==> src/rtl/ps2_scancode_rx.sv <==
// PS/2 keyboard receiver. It synchronizes and filters the PS/2 pins, deframes 11-bit frames,
// checks odd parity and the stop bit, and decodes F0/E0 prefixes into key events.
// A one-cycle flap pulse fires on an unprefixed space-bar make code (0x29).
module ps2_scancode_rx #(
  parameter int unsigned FILTER_LEN     = 8,
  parameter int unsigned TIMEOUT_CYCLES = 50000
) (
  input  logic       clock,
  input  logic       reset,
  input  logic       ps2_clock,
  input  logic       ps2_data,
  output logic [7:0] scan_code,
  output logic       scan_valid,
  output logic       key_event,
  output logic       key_break,
  output logic       key_extended,
  output logic       flap,
  output logic       parity_err,
  output logic       frame_err,
  output logic       busy
);

  localparam int unsigned FiltW = $clog2(FILTER_LEN + 1);
  localparam int unsigned TmoW  = $clog2(TIMEOUT_CYCLES + 1);
  localparam logic [FiltW-1:0] FiltMax = FiltW'(FILTER_LEN - 1);
  localparam logic [TmoW-1:0]  TmoMax  = TmoW'(TIMEOUT_CYCLES - 1);

  localparam logic [7:0] CodeBreak = 8'hF0;
  localparam logic [7:0] CodeExt   = 8'hE0;
  localparam logic [7:0] CodeSpace = 8'h29;

  typedef enum logic [0:0] {StIdle, StRecv} state_e;

  // Synchronizer stages, both idle-high
  logic clk_s1_q, clk_s1_d, clk_s2_q, clk_s2_d;
  logic dat_s1_q, dat_s1_d, dat_s2_q, dat_s2_d;

  // Clock glitch filter
  logic             clk_filt_q, clk_filt_d;
  logic             clk_prev_q, clk_prev_d;
  logic [FiltW-1:0] filt_cnt_q, filt_cnt_d;
  logic             fall;
  logic             data_bit;

  // Deframer
  state_e          state_q, state_d;
  logic [3:0]      bit_cnt_q, bit_cnt_d;
  logic [TmoW-1:0] tmo_cnt_q, tmo_cnt_d;
  logic [7:0]      shift_q, shift_d;
  logic            par_q, par_d;
  logic            brk_flag_q, brk_flag_d;
  logic            ext_flag_q, ext_flag_d;

  // Registered outputs
  logic [7:0] scan_code_q, scan_code_d;
  logic       scan_valid_q, scan_valid_d;
  logic       key_event_q, key_event_d;
  logic       key_break_q, key_break_d;
  logic       key_ext_q, key_ext_d;
  logic       flap_q, flap_d;
  logic       parity_err_q, parity_err_d;
  logic       frame_err_q, frame_err_d;

  // Two-stage synchronizers on both pins
  always_comb begin
    clk_s1_d = ps2_clock;
    clk_s2_d = clk_s1_q;
    dat_s1_d = ps2_data;
    dat_s2_d = dat_s1_q;
  end

  // Filtered clock flips only after FILTER_LEN consecutive differing samples
  always_comb begin
    filt_cnt_d = '0;
    clk_filt_d = clk_filt_q;
    clk_prev_d = clk_filt_q;
    if (clk_s2_q != clk_filt_q) begin
      if (filt_cnt_q == FiltMax) begin
        clk_filt_d = clk_s2_q;
      end else begin
        filt_cnt_d = filt_cnt_q + FiltW'(1);
      end
    end
  end

  assign fall     = clk_prev_q & ~clk_filt_q;
  assign data_bit = dat_s2_q;

  // Frame FSM, frame check and prefix decode
  always_comb begin
    state_d      = state_q;
    bit_cnt_d    = bit_cnt_q;
    tmo_cnt_d    = tmo_cnt_q;
    shift_d      = shift_q;
    par_d        = par_q;
    brk_flag_d   = brk_flag_q;
    ext_flag_d   = ext_flag_q;
    scan_code_d  = scan_code_q;
    scan_valid_d = 1'b0;
    key_event_d  = 1'b0;
    key_break_d  = 1'b0;
    key_ext_d    = 1'b0;
    flap_d       = 1'b0;
    parity_err_d = 1'b0;
    frame_err_d  = 1'b0;

    unique case (state_q)
      StIdle: begin
        tmo_cnt_d = '0;
        if (fall && !data_bit) begin
          state_d   = StRecv;
          bit_cnt_d = 4'd1;
        end
      end
      StRecv: begin
        if (fall) begin
          // A fall in the same cycle as the timeout threshold still counts as a bit
          tmo_cnt_d = '0;
          bit_cnt_d = bit_cnt_q + 4'd1;
          if (bit_cnt_q <= 4'd8) begin
            shift_d = {data_bit, shift_q[7:1]};
          end else if (bit_cnt_q == 4'd9) begin
            par_d = data_bit;
          end else begin
            state_d   = StIdle;
            bit_cnt_d = '0;
            if (^{shift_q, par_q} == 1'b0) begin
              parity_err_d = 1'b1;
              brk_flag_d   = 1'b0;
              ext_flag_d   = 1'b0;
            end else if (!data_bit) begin
              frame_err_d = 1'b1;
              brk_flag_d  = 1'b0;
              ext_flag_d  = 1'b0;
            end else begin
              scan_code_d  = shift_q;
              scan_valid_d = 1'b1;
              if (shift_q == CodeBreak) begin
                brk_flag_d = 1'b1;
              end else if (shift_q == CodeExt) begin
                ext_flag_d = 1'b1;
              end else begin
                key_event_d = 1'b1;
                key_break_d = brk_flag_q;
                key_ext_d   = ext_flag_q;
                flap_d      = (shift_q == CodeSpace) && !brk_flag_q && !ext_flag_q;
                brk_flag_d  = 1'b0;
                ext_flag_d  = 1'b0;
              end
            end
          end
        end else if (tmo_cnt_q == TmoMax) begin
          frame_err_d = 1'b1;
          brk_flag_d  = 1'b0;
          ext_flag_d  = 1'b0;
          state_d     = StIdle;
          bit_cnt_d   = '0;
          tmo_cnt_d   = '0;
          shift_d     = '0;
        end else begin
          tmo_cnt_d = tmo_cnt_q + TmoW'(1);
        end
      end
      default: state_d = StIdle;
    endcase
  end

  // State registers with synchronous reset
  always_ff @(posedge clock) begin
    if (reset) begin
      clk_s1_q     <= 1'b1;
      clk_s2_q     <= 1'b1;
      dat_s1_q     <= 1'b1;
      dat_s2_q     <= 1'b1;
      clk_filt_q   <= 1'b1;
      clk_prev_q   <= 1'b1;
      filt_cnt_q   <= '0;
      state_q      <= StIdle;
      bit_cnt_q    <= '0;
      tmo_cnt_q    <= '0;
      shift_q      <= '0;
      par_q        <= 1'b0;
      brk_flag_q   <= 1'b0;
      ext_flag_q   <= 1'b0;
      scan_code_q  <= '0;
      scan_valid_q <= 1'b0;
      key_event_q  <= 1'b0;
      key_break_q  <= 1'b0;
      key_ext_q    <= 1'b0;
      flap_q       <= 1'b0;
      parity_err_q <= 1'b0;
      frame_err_q  <= 1'b0;
    end else begin
      clk_s1_q     <= clk_s1_d;
      clk_s2_q     <= clk_s2_d;
      dat_s1_q     <= dat_s1_d;
      dat_s2_q     <= dat_s2_d;
      clk_filt_q   <= clk_filt_d;
      clk_prev_q   <= clk_prev_d;
      filt_cnt_q   <= filt_cnt_d;
      state_q      <= state_d;
      bit_cnt_q    <= bit_cnt_d;
      tmo_cnt_q    <= tmo_cnt_d;
      shift_q      <= shift_d;
      par_q        <= par_d;
      brk_flag_q   <= brk_flag_d;
      ext_flag_q   <= ext_flag_d;
      scan_code_q  <= scan_code_d;
      scan_valid_q <= scan_valid_d;
      key_event_q  <= key_event_d;
      key_break_q  <= key_break_d;
      key_ext_q    <= key_ext_d;
      flap_q       <= flap_d;
      parity_err_q <= parity_err_d;
      frame_err_q  <= frame_err_d;
    end
  end

  assign scan_code    = scan_code_q;
  assign scan_valid   = scan_valid_q;
  assign key_event    = key_event_q;
  assign key_break    = key_break_q;
  assign key_extended = key_ext_q;
  assign flap         = flap_q;
  assign parity_err   = parity_err_q;
  assign frame_err    = frame_err_q;
  assign busy         = (state_q == StRecv);

endmodule

==> config.mk <==
export PLATFORM = sky130hd
export DESIGN_NAME = ps2_scancode_rx
export DESIGN_NICKNAME = d
export VERILOG_FILES = /design/src/rtl/ps2_scancode_rx.sv
export SDC_FILE = /design/constraint.sdc
export NUM_CORES = 1
export LEC_CHECK = 0
export CORE_ASPECT_RATIO = 1.25
export CORE_MARGIN = 3
export CORE_UTILIZATION = 40
export DETAILED_ROUTE_END_ITERATION = 10
export RECOVER_POWER = 100
export SYNTH_ARGS = -nofsm -noshare
export SYNTH_HDL_FRONTEND = slang
export SYNTH_SLANG_ARGS = --single-unit
==> constraint.sdc <==
create_clock -name clock -period 3.05 [get_ports clock]
set_clock_uncertainty 0.15 [all_clocks]
set_input_delay 0.4575 -clock clock [delete_from_list [all_inputs] [get_ports clock]]
set_output_delay 0.4575 -clock clock [all_outputs]
set_load 0.05 [all_outputs]
==> results.yml <==
clock_tree:
  clkLatencyLatePin_ps: 330
  cts_buffers: 9
  clk_pin_slew_worst_paths_ps: 60
  cts.path.max_buffers: 2
  clock_sinks: 57
  holdBufCountCts: 0
  cts_max_level: 3
  root_buffer: "clkbuf_8"
  cts_resized: 0
  post_cts_buffers: 0
  cts_tree: "done"
sta:
  final.setup.tns_ps: 0
  fin_crit_ps: 2440
  slew_headroom_pct: 29.5
  setup-violations-final: 0
  tightest_slew_ps: 1060
  hold_viol: 0
  min_period_over_period_pct: 80.0
  fmax_mhz: 410
  drv_slew: 0
  setup_slack_ps: 610
  hold_ws_ps: 256
  rsz0062_at_grt: "no"
logic_synthesis:
  avgSynthCellArea_um2: 9.16
  synthFlopType: "dfxtp_1"
  synth_nets: 275
  netlist_area_mm2: 0.00244
  synth_top_area_share_pct: 46.8
  synth_cells: 266
  ys_top_cells_by_count: "57 x dfxtp_1, 42 x nor2_1, 24 x nand2_1"
  yosysTopAreaCell: "dfxtp_1"
  synth_area_leaders: "dfxtp_1 47%, nor2_1 6.5%, xnor2_1 4.7%, nand2_1 3.7%, mux2i_1 2.9%"
  async_flop_share_pct: 0
  ys_types: 49
  synth_seq_area_share_pct: 46.8
  synth_edf_count: 0
  yosysMostFrequentCell: "dfxtp_1"
  yosys_warnings: 0
  ys_seq_elements: 57
placed_design:
  routabilityCongestion: 0.793
  place_inst: 360
  place_ws_ps: 834
  hpwl_um: 3230
  port_buffers: 19
finish:
  nets: 298
  area_delta_synth_final_pct: 18.0
  drive_above_1_share_pct: 8.87
  stdcell_count: 375
  n_antenna_cell: 0
global_route:
  antenna_found_initial: 0
  track_usage_pct: 14.6
  grt_pass1_vias: 1687
  grt_pass1_wl_um: 7780
  overflow: 0
  grt_max_degree: 26
routing:
  wl_per_cell_um: 12.2
  drc: 0
  final_antenna_net_count: 0
  vias: 1827
  dr.pass1.iters: 4
  via_per_inst: 4.87
  first_iter_violations: 80
  wl_um: 4580
floorplanning:
  io_pins: 20
  die_area_mm2: 0.00707
  num_rows: 31
  initial_core_util_pct: 41.6
  core_area_mm2: 0.00586
  die_h_um: 93.3
  die_x_um: 75.8
run:
  max_cap_viol_count: 0
setup_path:
  cp-end-kind: "flop"
  r2r_slack_ps: 800
  critical_path.slowest_cell: "clkbuf_1"
  r2r-end: "shift_q[5]$_SDFFE_PP0P_"
  cpPeakStageDelay_ps: 790
  crit_arrival_ps: 2470
  critical_path_buf_inv_count: 4
  worst_setup_path_start_kind: "input pin"
  crit_start: "reset"
  worst-setup-path-type: "input pin to flop"
  reg2reg_depth: 5
  cp.depth: 6
  critPathTopFamily: "buffers and inverters"
  crit_chain: "dlygate4sd3_1 -> clkbuf_1 -> clkinv_1 -> buf_4 -> o211ai_1 -> o41ai_1"
  r2r_start: "tmo_cnt_q[11]$_SDFF_PP0_"
  worstPathMaxFanout: 25
  required_ps: 3080
hold_path:
  hold_depth: 1
  holdPathEnd: "dat_s2_q$_SDFF_PP1_"
  min-delay-start: "dat_s1_q$_SDFF_PP1_"
  hp-class: "flop to flop"
status:
  status: "complete, no violations"
pwr:
  leakage_nw: 1.04
  finalPower_mw: 1.40
  power_density_mw_per_mm2: 487
  ir_worst_vdd_mv: 0.202
==> per-layer routing <==
metal | part of all wire, % | GRT usage (%)
met5 | 0 | 0
met4 | 1.9 | 8.45
met3 | 5.0 | 4.19
met2 | 48 | 21.8
met1 | 46 | 18.2
==> per-stage QoR <==
step	area, µm²	utilization, %
finish	2880	49.1
global placement	2710	46.3
CTS	2890	49.3
global route	2880	49.1
floorplan	2440	-
detailed placement	2710	46.3
==> cells by family after synthesis <==
group,synth area share [%]
muxes,3.34
adders and majority gates,2.57
AOI/OAI and AO/OA,9.96
DFF,46.8
xor gates and xnor gates,9.19
and+or+nand+nor,25.0
buffers and inverters,3.13
==> power by group <==
group	switching, mW	total [mW]	internal [mW]
sequential	0.00287	0.752	0.749
combinational	0.0170	0.0269	0.00992
clock	0.270	0.622	0.352
total	0.290	1.40	1.11
==> how the worst max path moves through the flow <==
stage	to	slack, ps
2_1_floorplan	shift_q[2]$_SDFFE_PP0P_	1040
3_3_place_gp	tmo_cnt_q[8]$_SDFF_PP0_	870
3_5_place_dp	tmo_cnt_q[3]$_SDFF_PP0_	830
5_1_grt	scan_code[4]$_SDFFE_PP0P_	370
6_report	scan_code[4]$_SDFFE_PP0P_	610
4_1_cts	busy	790
==> sequential cells by signal, summed over array words and instances, names as in the netlist, 4 cells and up <==
register    flops
bit_cnt_q       4
filt_cnt_q      4
scan_code       8
shift_q         8
tmo_cnt_q      16
==> area by class of cell <==
type / count / area, µm²
Clock inverter: 3 / 15.0
Inverter: 9 / 33.8
Sequential cell: 57 / 1140
Timing Repair Buffer: 22 / 209
Fill cell: 564 / 2980
Multi-Input combinational cell: 190 / 1210
Tap cell: 82 / 103
Clock buffer: 12 / 165
==> layout by cell type (no fill, tap or decap), types with 3 or more instances in the layout <==
| master | netlist | routed |
|---|---|---|
| mux2i_1 | 7 | 7 |
| dfxtp_1 | 57 | 57 |
| ha_1 | 5 | 5 |
| clkbuf_8 | 0 | 12 |
| clkinv_2 | 0 | 3 |
| or2_2 | 5 | 5 |
| nand4_1 | 5 | 5 |
| o21ai_0 | 4 | 5 |
| or3_1 | 3 | 3 |
| nand3_1 | 11 | 11 |
| xor2_1 | 8 | 8 |
| nor2_1 | 42 | 42 |
| nor3_1 | 5 | 6 |
| inv_1 | 8 | 8 |
| nand2_1 | 24 | 24 |
| a21oi_1 | 9 | 9 |
| xnor2_1 | 13 | 13 |
| dlygate4sd3_1 | 0 | 17 |
| a22oi_1 | 8 | 8 |
Note: power is estimated with default switching activity, not from simulation.
